File: src/rtl/exec_sequencer.sv
// exec_sequencer: run/step/halt controller for the 16-bit MIPS core.
// Owns the program counter and the 2-bit microcode phase. Both advance only on
// qualified rate-divider ticks, so the whole core runs from a single clock.
module exec_sequencer #(
    parameter int unsigned     AW         = 10,
    parameter logic [AW-1:0]   RESET_ADDR = '0
) (
    input  logic          clk,
    input  logic          Clear,
    input  logic          tick,
    input  logic          run,
    input  logic          step,
    input  logic          back,
    input  logic          jflag,
    input  logic [AW-1:0] jaddr,
    input  logic          enloop,
    input  logic          halt_instr,
    input  logic          bp_en,
    input  logic [AW-1:0] bp_addr,
    output logic [AW-1:0] pc,
    output logic [1:0]    phase,
    output logic          phase_adv,
    output logic          instr_done,
    output logic [1:0]    state
);

    typedef enum logic [1:0] {
        ST_HALT  = 2'b00,
        ST_RUN   = 2'b01,
        ST_STEP  = 2'b10,
        ST_BREAK = 2'b11
    } state_t;

    state_t        r_state;
    logic [AW-1:0] r_pc;
    logic [1:0]    r_phase;
    logic          r_done;
    logic          r_skip_bp;   // set while stepping off a breakpoint

    state_t        w_state_nxt;
    logic [AW-1:0] w_pc_nxt;
    logic [1:0]    w_phase_nxt;
    logic          w_done_nxt;
    logic          w_skip_nxt;

    logic          w_adv;
    logic          w_end;
    logic [AW-1:0] w_pc_ret;
    logic          w_stop;
    logic          w_bp_hit;

    assign w_adv    = tick & ((r_state == ST_RUN) | (r_state == ST_STEP));
    assign w_end    = w_adv & (r_phase == 2'd3);
    assign w_bp_hit = bp_en & (w_pc_ret == bp_addr) & ~r_skip_bp;

    // PC target and halt decision for the instruction now retiring
    always_comb begin
        w_stop   = 1'b0;
        w_pc_ret = r_pc + AW'(1);
        if (halt_instr) begin
            w_stop   = 1'b1;
            w_pc_ret = r_pc;
        end else if (jflag) begin
            w_pc_ret = jaddr;
        end else if (&r_pc) begin
            if (enloop) begin
                w_pc_ret = '0;
            end else begin
                w_stop   = 1'b1;
                w_pc_ret = r_pc;
            end
        end
    end

    // Next-state, PC and phase selection
    always_comb begin
        w_state_nxt = r_state;
        w_pc_nxt    = r_pc;
        w_phase_nxt = r_phase;
        w_done_nxt  = 1'b0;
        w_skip_nxt  = r_skip_bp;
        unique case (r_state)
            ST_HALT: begin
                if (back) begin
                    if (r_pc != '0) begin
                        w_pc_nxt = r_pc - AW'(1);
                    end
                    w_phase_nxt = 2'd0;
                end else if (step) begin
                    w_state_nxt = ST_STEP;
                    w_skip_nxt  = 1'b0;
                end else if (run) begin
                    w_state_nxt = ST_RUN;
                end
            end
            ST_RUN, ST_STEP: begin
                if (w_adv) begin
                    w_phase_nxt = r_phase + 2'd1;
                end
                if (w_end) begin
                    w_done_nxt = 1'b1;
                    w_pc_nxt   = w_pc_ret;
                    w_skip_nxt = 1'b0;
                    if (w_stop) begin
                        w_state_nxt = ST_HALT;
                    end else if (w_bp_hit) begin
                        w_state_nxt = ST_BREAK;
                    end else if ((r_state == ST_STEP) || !run) begin
                        w_state_nxt = ST_HALT;
                    end
                end
            end
            ST_BREAK: begin
                if (step) begin
                    w_state_nxt = ST_STEP;
                    w_skip_nxt  = 1'b1;
                end else if (!run) begin
                    w_state_nxt = ST_HALT;
                end
            end
        endcase
    end

    // State, PC, phase and completion-pulse registers
    always_ff @(posedge clk) begin
        if (Clear) begin
            r_state   <= ST_HALT;
            r_pc      <= RESET_ADDR;
            r_phase   <= 2'd0;
            r_done    <= 1'b0;
            r_skip_bp <= 1'b0;
        end else begin
            r_state   <= w_state_nxt;
            r_pc      <= w_pc_nxt;
            r_phase   <= w_phase_nxt;
            r_done    <= w_done_nxt;
            r_skip_bp <= w_skip_nxt;
        end
    end

    assign pc         = r_pc;
    assign phase      = r_phase;
    assign phase_adv  = w_adv;
    assign instr_done = r_done;
    assign state      = r_state;

endmodule

File: config.mk
export PLATFORM = sky130hd
export DESIGN_NAME = exec_sequencer
export DESIGN_NICKNAME = d
export VERILOG_FILES = /design/src/rtl/exec_sequencer.sv
export SDC_FILE = /design/constraint.sdc
export NUM_CORES = 1
export LEC_CHECK = 0
export ABC_AREA = 1
export BUFFER_PORTS_ARGS = -buffer_cell sky130_fd_sc_hd__buf_2
export CORE_UTILIZATION = 54
export CTS_CLUSTER_DIAMETER = 100
export DETAILED_ROUTE_END_ITERATION = 8
export HOLD_SLACK_MARGIN = 0.05
export PLACE_DENSITY = 0.93
export SYNTH_ARGS = -nofsm -noshare
export SYNTH_HDL_FRONTEND = slang
export SYNTH_SLANG_ARGS = --single-unit
export TNS_END_PERCENT = 5
File: constraint.sdc
create_clock -name clk -period 2.1 [get_ports clk]
set_input_delay 0.315 -clock clk [delete_from_list [all_inputs] [get_ports clk]]
set_output_delay 0.315 -clock clk [all_outputs]
set_load 0.02 [all_outputs]
After elaboration in Yosys (flattened, before gate mapping)
Cells that the tools add are included.
- bits in latches: 0
- register bits after elaboration: 16
- memory bits (read-only): 0
- input bits: 30
- memory bits (writable): 0
- memories: 0
- bitwise gates (word level): 7
- equality and inequality tests: 15
- mux-type cells: 31
- shifts and indexed selects: 0
- reductions and logical operators: 12
- magnitude comparators: 0
- $add $sub $neg: 3
- div/mod/pow operators: 0
- multiply operators: 0
- operators by type and width (kind ; number):
    2-to-1 mux 10 bit ; 7
    2-to-1 mux 2 bit ; 11
    case mux 10 bit (2 select lines) ; 1
    inequality test 2 bit (second input constant) ; 7
    adder 10 x 1 -> 10 bit (second input constant) ; 1
    equality test 10 bit ; 1
    AND reduction 10 bit ; 1
    nonzero test 10 bit ; 1
    subtractor 10 x 1 -> 10 bit (second input constant) ; 1
    2-to-1 mux 1 bit ; 9
    AND reduction 4 bit ; 2
    equality test 2 bit (second input constant) ; 3
    inequality test 3 bit (second input constant) ; 2
    case mux 2 bit (3 select lines) ; 1
    AND reduction 5 bit ; 1
    bitwise AND 1 bit ; 4
    inequality test 4 bit (second input constant) ; 1
    case mux 2 bit (2 select lines) ; 1
    OR reduction 2 bit ; 2
    case mux 1 bit (3 select lines) ; 1
    AND reduction 3 bit ; 1
    adder 2 x 1 -> 2 bit (second input constant) ; 1
    equality test 2 x 1 -> 1 bit (second input constant) ; 1
    zero test 2 bit ; 1
    other kinds (5) ; 6

Longest topological paths before layout
Gate-level depths: netlist (run 1).
- depth after elaboration: 11
- mapped depth: 20
- gate-level depth less buffers: 20

Worst setup path before layout (run 1)
Ideal clock, no wire load.
- path type: register to register
- start point: register r_state[0] (netlist: state[0])
- end point: register r_pc[8] (netlist: pc[8])
- slack: -0.075 ns
- clock period less this slack: 2.175 ns
- setup time: 0.070 ns
- cell stages (with the launch flop): 13
- path buffers: 2
- data required time: 2.030 ns
- data arrival time: 2.105 ns
- cells stage by stage: dfxtp_1 > inv_1 > ha_1 > clkbuf_1 > nand2_1 > inv_1 > nand2_1 > nand2_1 > nand3_1 > buf_2 > a21oi_1 > o21ai_0 > a21oi_1
- cells in the longest elaborated chain, start to end: 6
- RTL lines (what ; line ; source):
    from (decl) ; 34 ; state_t r_state;
    from (signal assigned) ; 133 ; r_state <= w_state_nxt;
    equality test 2 x 1 -> 1 bit or equality test 2 bit (tied branches) ; 52 ; assign w_adv = tick & ((r_state == ST_RUN) | (r_state == ST_STEP));
    OR 1 bit (*) ; 52 ;
    bitwise AND 1 bit (*) ; 52 ;
    via phase_adv ; 22 ; output logic phase_adv,
    bitwise AND 1 bit (*) ; 53 ; assign w_end = w_adv & (r_phase == 2'd3);
    inequality test 2 bit (no line) (*) ; n/a ;
    AND reduction 4 bit (no line) (*) ; n/a ;
    to (signal assigned) ; 134 ; r_pc <= w_pc_nxt;
    to (decl) ; 35 ; logic [AW-1:0] r_pc;
The timed path passes the listed nets; every way through them passes the cells marked *.
A chain may end at the register's enable or synchronous reset.

Worst setup path in the final report (run 1)
- start point: register r_pc[0] (netlist: pc[0])
- end point: register r_state[1] (netlist: state[1])
- cells in the longest elaborated chain, start to end: 11
- RTL lines (what ; line ; source):
    adder 10 x 1 -> 10 bit, or another cell as far along ; 59 ; w_pc_ret = r_pc + AW'(1);
    2-to-1 mux 10 bit ; 65 ; end else if (&r_pc) begin
    2-to-1 mux 10 bit ; 63 ; end else if (jflag) begin
    2-to-1 mux 10 bit ; 60 ; if (halt_instr) begin
    equality test 10 bit ; 54 ; assign w_bp_hit = bp_en & (w_pc_ret == bp_addr) & ~r_skip_bp;
    bitwise AND 1 bit (2 in series) ; 54 ;
    2-to-1 mux 2 bit ; 106 ; end else if (w_bp_hit) begin
    2-to-1 mux 2 bit ; 104 ; if (w_stop) begin
    2-to-1 mux 2 bit ; 100 ; if (w_end) begin
    case mux 2 bit (3 select lines) ; 82 ; unique case (r_state)
Several ways; a longest one is shown, not always the timed one. The select of a mux whose other input is x is not followed.

==> results of run 1 <==
==> cells in the mapped netlist (all sizes together) (2+ instances only) <==
library cell	n
nand2	106
nor2	42
inv	34
nand3	32
a21oi	23
dfxtp	16
o21ai	16
buf	9
ha	7
xor2	6
clkbuf	5
nand3b	5
nor3	4
a221oi	3
a21boi	2
a31oi	2
nand4	2
nor4	2
or2	2
==> kinds of logic after synthesis <==
| logic type | after synthesis | share of synthesized area, % |
|---|---|---|
| AOI/OAI and AO/OA | 49 | 14.94 |
| adders and majority gates | 7 | 4.710 |
| and+or+nand+nor | 195 | 48.65 |
| buffers and inverters | 48 | 11.64 |
| xor gates and xnor gates | 6 | 2.826 |
| DFF | 16 | 17.23 |
==> through the flow <==
step / area, um^2 / total power [mW] / worst slack [ns] / TNS (ns) / hold WS, ns
CTS: 2278 / 3.313 / 0.01139 / 0 / 0.3128
floorplan: 1861 / 2.295 / 0.02167 / 0 / 0.4236
finish: 2346 / 3.486 / 0.03427 / 0 / 0.3271
global placement: 2216 / 3.012 / 0.02231 / 0 / 0.4374
global route: 2346 / 3.778 / -0.1702 / -0.3283 / 0.3375
detailed placement: 2216 / 3.052 / -0.05289 / -0.09137 / 0.4414
==> layout make-up <==
class	count	area share, %
Tap cell	44	2.347
Timing Repair Buffer	69	17.28
Inverter	34	5.440
Sequential cell	16	14.13
Multi-Input combinational cell	257	59.25
Clock buffer	4	1.547
==> state kept, by name, indices dropped and copies added, names as in the netlist <==
| signal | flops |
|---|---|
| r_skip_bp | 1 |
| pc | 10 |
| instr_done | 1 |
| phase | 2 |
| state | 2 |
==> repair_timing <==
action / in CTS / in global routing
endpoints found under the setup margin: 2 / 4
setup buffers: 2 / 0
pin swaps: 3 / 5
resized for setup: 4 / 21
==> metal layers <==
layer / global-route usage, % / part of all wire [%]
met1: 42.69 / 42
met2: 54.32 / 47
met3: 4.478 / 10
met4: 6.169 / 1.4
met5: 0 / 0
==> power by group through the flow <==
| stage | clock [mW] | sequential, mW | combinational, mW |
|---|---|---|---|
| finish | 0.213 | 0.627 | 2.65 |
| global route | 0.226 | 0.641 | 2.91 |
| CTS | 0.213 | 0.595 | 2.51 |
| detailed placement | 0 | 0.604 | 2.45 |
| global placement | 0 | 0.598 | 2.41 |
| floorplan | 0 | 0.688 | 1.61 |
==> path summary, 6_finish.rpt <==
path	cells after the start	from	slack (ns)	to
setup / recovery	18	pc[0]	0.03	state[1]
hold / removal	2	Clear	0.33	pc[6]
setup reg to reg	18	pc[0]	0.03	state[1]
hold reg to reg	2	r_skip_bp	0.46	r_skip_bp
==> impl_summary.txt, run 1 <==
----------------------------------------------------
[Logic synthesis]
  Post-synthesis sequential element count ... 16
  Primary flip-flop cell chosen by synthesis mapping ... sky130_fd_sc_hd__dfxtp_1
  Async set-reset flop share out of synthesis ... 0%
  Synthesized area per cell ... slightly below 6 um^2
  Number of enable-type register cells in the synthesized netlist ... 0
  Cell types with the largest area share after synthesis ... sky130_fd_sc_hd__nand2_1, sky130_fd_sc_hd__dfxtp_1, sky130_fd_sc_hd__nor2_1, sky130_fd_sc_hd__nand3_1, sky130_fd_sc_hd__inv_1
  Library cells used by synthesis ... 32
  Syn Inst Count ... roughly 320
  Nets in the synthesized netlist ... approximately 360
  Dominant cell type by area after synthesis ... sky130_fd_sc_hd__nand2_1
  Fraction of the yosys area taken by sequential cells ... between 15 and 20%
  Yosys warning count ... 0
  Post-synthesis instance area ... 0.001859 mm^2
  Portion of synthesized cell area occupied by the leading cell type ... slightly below 20%

[Timing]
  Unrepaired setup endpoints after global routing ... yes
  Slew @ Worst Pin ... roughly 0.39 ns
  Min cycle time layout ... 2.066 ns
  Setup violators final ... 0
  Final Cycle Share ... 98.37%
  Final hold viol count ... 0
  Worst-case clock skew ... ~0.0014 ns
  Max Freq ... 484.1 MHz
  Final max-slew violation count ... 0
  Tightest slew margin relative to the limit ... between 70% and 80%

[Routing]
  Routed len/inst ... 13.64 um
  Vias per std cell ... around 5.6
  Remaining DRCs ... 0
  First-pass iteration count of the detailed router ... 6
  Total routed wirelength ... 5782 um
  Number of DRC markers after the initial detailed-route iteration ... around 200
  Antenna viol nets, final ... 0
  Vias ... about 2400

[Critical path]
  Type of origin of the critical path ... register
  Critical path endpoint category ... register
  Buffers and inverters on the worst path ... 0
  Cell family with the largest share of critical-path delay ... simple AND/OR/NAND/NOR gates
  Ordered cell list for the critical path ... ha_4 -> nand2_4 -> nor2_4 -> nand3_4 -> nand2_1 -> nand2_1 -> nand2_1 -> nand2_1 -> nor2_1 -> nor2_2 -> nand3_2 -> nor2_4 -> nand2_1 -> nand2_1 -> nand2_2 -> nand2_1 -> nand2_1 -> nor2_1
  Most numerous cell on the critical path ... sky130_fd_sc_hd__nand2_1
  Top fanout value on the critical path ... 5
  Required time worst endpoint ... about 2.3 ns
  Arrival time at the worst endpoint ... roughly 2.3 ns
  Slowest cell delay on critical path ... about 0.38 ns
  CP max stage cell ... sky130_fd_sc_hd__dfxtp_4
  Kind of critical path ... reg2reg

[Final layout]
  Share of final-layout standard cells stronger than drive strength 1 ... just under 30%
  Core occupancy in the finished layout ... roughly three quarters
  Filler Cells Inserted ... 254
  Inserted Diodes ... 0
  Net count reported at finish ... approximately 420
  Layout-stage area growth over the synthesis result ... 26.18%
  Area of all sequential standard cells ... approximately 330 um^2
  Final cell count without fillers ... 424
  Most common cell after layout, fill and taps aside ... sky130_fd_sc_hd__nand2_1
  Multi-input gate area ... approximately 0.0014 mm^2
  Commonest cells after routing, fill and taps aside ... sky130_fd_sc_hd__nand2_1, sky130_fd_sc_hd__buf_2, sky130_fd_sc_hd__nor2_1

[Power and ir drop]
  Fraction of power spent switching nets ... between 50 and 60%
  Part of the power in registers ... 18.0%
  Cell-internal power ... between 1.5 and 2 mW
  Net switching component of the power ... 1.901 mW
  Fraction of power consumed by combinational cells ... 75.9%
  Worst voltage drop across the vdd grid ... 0.001178 V
  Lkg Pwr ... 1.270 nW
  Power per unit of standard cell area ... between 1000 and 1500 mW/mm^2
  Part of the power in the clock network ... 6.1%

[Die]
  IO Count ... between 40 and 50
  Std cell rows ... 20
  Core area ... 0.003153 mm^2
  Die area ... 0.003682 mm^2
  Starting Density ... 58.97%
  Die height ... approximately 60 um
  X dimension of the die ... 60.68 um

[Clocking]
  Clk_lat worst skew ... just under 0.3 ns
  Clk pin slew, worst setup/hold paths ... about 0.10 ns
  Clock buffers created by TritonCTS ... 3
  Clock root buffer ... sky130_fd_sc_hd__clkbuf_4
  Clock sink count ... 16
  Number of H-tree levels ... 1
  Clk buf depth ... 2
  Quantity of hold-fixing buffers added after cts ... 0
  Clock tree from TritonCTS ... done

[Run]
  Maximum Capacitance Violations ... 0

[Placement]
  Count of input and output buffers ... 45
  Detail Placement HPWL ... 4424 um
  Last weighted congestion value of the routability-driven placer ... between 1 and 1.5
  Number of cells in the design after placement ... 418

[Worst hold path]
  Worst hold-check path type ... in2reg

[Run status]
  Result of the run ... complete, no violations

[GRT]
  Vias in the first global route ... just over 2000
  First-pass GRT wire length ... a little under 9000 um
  GRT Total Usage ... between 30% and 40%
  Largest net degree at the start of global routing ... 15
  Number of antenna violations at the first check in global routing ... 0
  GRT overflow ... 0

----------------------------------------------------
Note: power is estimated with default switching activity, not from simulation.
==> inputs of run 2 (changes only) <==
--- a/config.mk
+++ b/config.mk
@@ -5,7 +5,6 @@
 export SDC_FILE = /design/constraint.sdc
 export NUM_CORES = 1
 export LEC_CHECK = 0
-export ABC_AREA = 1
 export BUFFER_PORTS_ARGS = -buffer_cell sky130_fd_sc_hd__buf_2
 export CORE_UTILIZATION = 54
 export CTS_CLUSTER_DIAMETER = 100
==> impl_summary.txt, run 2 <==
----------------------------------------------------
[Logic synthesis]
  Dominant cell type by area after synthesis ... sky130_fd_sc_hd__dfxtp_1
  Post-synthesis instance area ... 0.001892 mm^2 (+1.7%)
  Dominant combinational cell family by area after synthesis ... compound AO/OA/AOI/OAI gates
  Area share of xor/xnor cells in the synthesized design ... 3.241% (+0.41 points)
  Library cells used by synthesis ... 58 (+81%)
  Post-synthesis sequential element count ... 16 (unchanged)
  Yosys warning count ... 0 (unchanged)
  Most frequent cells after synthesis ... sky130_fd_sc_hd__nand2_1, sky130_fd_sc_hd__nor2_1, sky130_fd_sc_hd__dfxtp_1, sky130_fd_sc_hd__o21ai_0
  Syn Inst Count ... 265 (-17%)
  Post-synthesis share of cell area spent on and, or, nand and nor gates ... 31.08% (-18 points)
  Adder-cell area share of the yosys netlist ... 4.630% (-0.081 points)
  Cell types with the largest area share after synthesis ... sky130_fd_sc_hd__dfxtp_1, sky130_fd_sc_hd__ha_1, sky130_fd_sc_hd__nand2_1, sky130_fd_sc_hd__o21ai_0, sky130_fd_sc_hd__nor2_1
  Async set-reset flop share out of synthesis ... 0% (unchanged)
  Number of enable-type register cells in the synthesized netlist ... 0 (unchanged)
  Dominant cell by count in the synthesized netlist ... sky130_fd_sc_hd__nand2_1
  Nets in the synthesized netlist ... 302 (-16%)
  Portion of synthesized cell area occupied by the leading cell type ... 16.93% (-2.7 points)
  Proportion of synthesized area in mux cells ... 3.770% (+3.8 points)
  Primary flip-flop cell chosen by synthesis mapping ... sky130_fd_sc_hd__dfxtp_1
  Fraction of the yosys area taken by sequential cells ... 16.93% (-0.30 points)
  Synthesized area per cell ... 7.139 um^2 (+23%)
  Compound-Gate Fraction of Synth Area ... 32.28% (+17 points)

[Final layout]
  Filler Cells Inserted ... 178 (-30%)
  Inserted Diodes ... 0 (unchanged)
  Number of flip-flops under the largest register name ... 10 (unchanged)
  Share of final-layout standard cells stronger than drive strength 1 ... 38.57% (+8.8 points)
  Net count reported at finish ... 401 (-4.1%)
  Layout-stage area growth over the synthesis result ... 45.57%
  Commonest cells after routing, fill and taps aside ... sky130_fd_sc_hd__buf_4, sky130_fd_sc_hd__buf_2, sky130_fd_sc_hd__nand2_1
  Core occupancy in the finished layout ... 82.53% (+8.1 points)
  Most common cell after layout, fill and taps aside ... sky130_fd_sc_hd__buf_4

[Die]
  Die area ... 0.003744 mm^2 (+1.7%)
  Std cell rows ... 21 (+5.0%)
  Starting Density ... 56.69% (-2.3 points)
  IO Count ... 46 (unchanged)
  X dimension of the die ... 61.19 um (+0.84%)
  Die height ... 61.19 um (+0.84%)
  Core area ... 0.003337 mm^2 (+5.8%)

[GRT]
  GRT overflow ... 0 (unchanged)
  First-pass GRT wire length ... 13730 um (+57%)
  Largest net degree at the start of global routing ... 23 (+8)
  Number of antenna violations at the first check in global routing ... 0 (unchanged)
  Vias in the first global route ... 2728 (+34%)
  GRT Total Usage ... 51.86% (+20 points)

[Run]
  Maximum Capacitance Violations ... 0 (unchanged)

[Routing]
  Antenna viol nets, final ... 0 (unchanged)
  Number of DRC markers after the initial detailed-route iteration ... 848 (+320%)
  First-pass iteration count of the detailed router ... 9 (+3)
  Total routed wirelength ... 9040 um (+56%)
  Vias per std cell ... 7.306 (+31%)
  Remaining DRCs ... 11 (+11)
  Routed len/inst ... 22.10 um (+62%)
  Vias ... 2988 (+27%)

[Placement]
  Last weighted congestion value of the routability-driven placer ... 1.055 (+4.7%)
  Count of input and output buffers ... 45 (unchanged)
  Detail Placement HPWL ... 5437 um (+23%)

[Critical path]
  R2R Path End ... state[0]
  Arrival time at the worst endpoint ... 3.05 ns (+0.79 ns)
  CP max stage cell ... sky130_fd_sc_hd__dfxtp_1
  Type of origin of the critical path ... register
  Buffers and inverters on the worst path ... 2 (+2)
  Ordered cell list for the critical path ... buf_4 -> and4b_1 -> a211oi_1 -> a311oi_1 -> xnor2_1 -> o2111ai_4 -> buf_4 -> nand4bb_1 -> a21boi_0 -> o221a_1
  FF-to-FF setup slack ... -0.68 ns (-0.71 ns)
  Cell family with the largest share of critical-path delay ... compound AO/OA/AOI/OAI gates
  Total number of cells along the worst setup path ... 10 (-8)
  Kind of critical path ... reg2reg
  Worst r2r path cells ... 10 (-8)
  Capture point of the critical path ... state[0]
  Top fanout value on the critical path ... 6 (+1)
  CP Launch Point ... pc[7]
  Critical path endpoint category ... register
  RR Startpoint ... pc[7]
  Slowest cell delay on critical path ... 0.42 ns (+0.04 ns)
  Most numerous cell on the critical path ... sky130_fd_sc_hd__buf_4
  Required time worst endpoint ... 2.37 ns (+0.07 ns)

[Worst hold path]
  Worst hold-check path type ... in2reg

[Timing]
  Setup violators final ... 10 (+10)
  Final setup slack of the worst path ... -0.6807 ns (-0.7149 ns)
  Final Cycle Share ... 132.4% (+34 points)
  Min cycle time layout ... 2.781 ns (+0.7149 ns)
  Final max-slew violation count ... 0 (unchanged)
  Unrepaired setup endpoints after global routing ... yes
  Worst hold-check slack ... 0.3394 ns (+0.01222 ns)
  Slew @ Worst Pin ... 0.7819 ns (+0.3889 ns)
  Worst-case clock skew ... 0.01746 ns (+0.01606 ns)
  Final hold viol count ... 0 (unchanged)
  Tightest slew margin relative to the limit ... 47.71% (-26 points)
  Max Freq ... 359.6 MHz (-26%)
  Setup Total Neg Slack ... -1.943 ns (-1.943 ns)

[Clocking]
  Clock buffers created by TritonCTS ... 3 (unchanged)
  Clock tree from TritonCTS ... done
  Clk buf depth ... 2 (unchanged)
  Clock sink count ... 16 (unchanged)
  Number of H-tree levels ... 1 (unchanged)
  Clk_lat worst skew ... 0.32 ns (+0.03 ns)
  Clock root buffer ... sky130_fd_sc_hd__clkbuf_4
  Quantity of hold-fixing buffers added after cts ... 0 (unchanged)
  Clk pin slew, worst setup/hold paths ... 0.12 ns (+0.02 ns)

[Power and ir drop]
  Part of the power in registers ... 16.6% (-1.4 points)
  Fraction of power spent switching nets ... 52.49% (-2.0 points)
  Cell-internal power ... 1.320 mW (-17%)
  Power per unit of standard cell area ... 1009 mW/mm^2 (-32%)
  Lkg Pwr ... 1.236 nW (-2.6%)
  Fraction of power consumed by combinational cells ... 76.6% (+0.7 points)
  Net switching component of the power ... 1.458 mW (-23%)
  Part of the power in the clock network ... 6.8% (+0.7 points)
  Worst voltage drop across the vdd grid ... 0.0006431 V (-45%)

[Run status]
  Result of the run ... complete, but fails checks
  Violated checks ... design-rule violations, negative setup slack

----------------------------------------------------
-- run 2: tightest hold or removal path, delay by kind of cell --
kind	cells	cell delay, ns
buffers and inverters	1	0.14
AND/OR/NAND/NOR	1	0.08
AO/OA/AOI/OAI	1	0.08
-- run 2: routing by layer --
metal	track usage (%)	vias to the layer above	wire length [um]
met5	12.86	-	0
li1	-	1201	-
met1	58.34	1292	2998
met4	29.87	0	849
met3	26.47	132	1402
met2	77.48	363	3790
-- run 2: layout make-up --
class | instances | area [um^2] | share of cell area (%)
inverter | 15 | 58.81 | 2.135
clock buffer | 3 | 22.52 | 0.8178
clock inverter | 1 | 3.754 | 0.1363
sequential | 16 | 341.6 | 12.40
multi-input combinational | 213 | 1515 | 55.02
tap | 46 | 57.56 | 2.090
timing repair buffer | 115 | 754.5 | 27.40
-- run 2: how the worst min path moves through the flow --
stage / start / end / slack [ns] / cells past startpoint
final: back / phase[1] / 0.34 / 3
after detailed placement: phase[0] / phase[0] / 0.52 / 2
after global placement: r_skip_bp / r_skip_bp / 0.51 / 2
after CTS: back / phase[1] / 0.32 / 3
after global routing: back / phase[1] / 0.36 / 3
after floorplan: Clear / pc[0] / 0.38 / 1
-- run 2: cells by family after synthesis --
family                     after synthesis
xor gates and xnor gates                 7
muxes                                    7
adders and majority gates                7
buffers and inverters                   36
AOI/OAI and AO/OA                       85
DFF                                     16
and+or+nand+nor                        107
-- run 2: timing repair --
action                     CTS  global route
setup buffers                6             1
gates resized for setup     16            14
cloned                       0             0
setup endpoints to repair   12            12
pin swaps                    7             6
-- run 2: power by group through the flow --
| stage | Combinational [mW] | Sequential [mW] | Clock (mW) |
|---|---|---|---|
| after detailed placement | 1.76 | 0.442 | 0 |
| final | 2.13 | 0.461 | 0.188 |
| after global routing | 2.23 | 0.469 | 0.202 |
| after CTS | 1.87 | 0.439 | 0.189 |
| after floorplan | 1.04 | 0.522 | 0 |
| after global placement | 1.67 | 0.433 | 0 |
-- run 2: stage by stage --
step	instances	instance area, um^2	setup WS (ns)	total power, mW
after detailed placement	398	2579	-0.5009	2.206
after floorplan	265	1933	-0.4036	1.563
after CTS	408	2680	-0.4446	2.499
after global placement	398	2579	-0.3878	2.104
final	409	2754	-0.6807	2.778
after global routing	409	2754	-0.7471	2.902
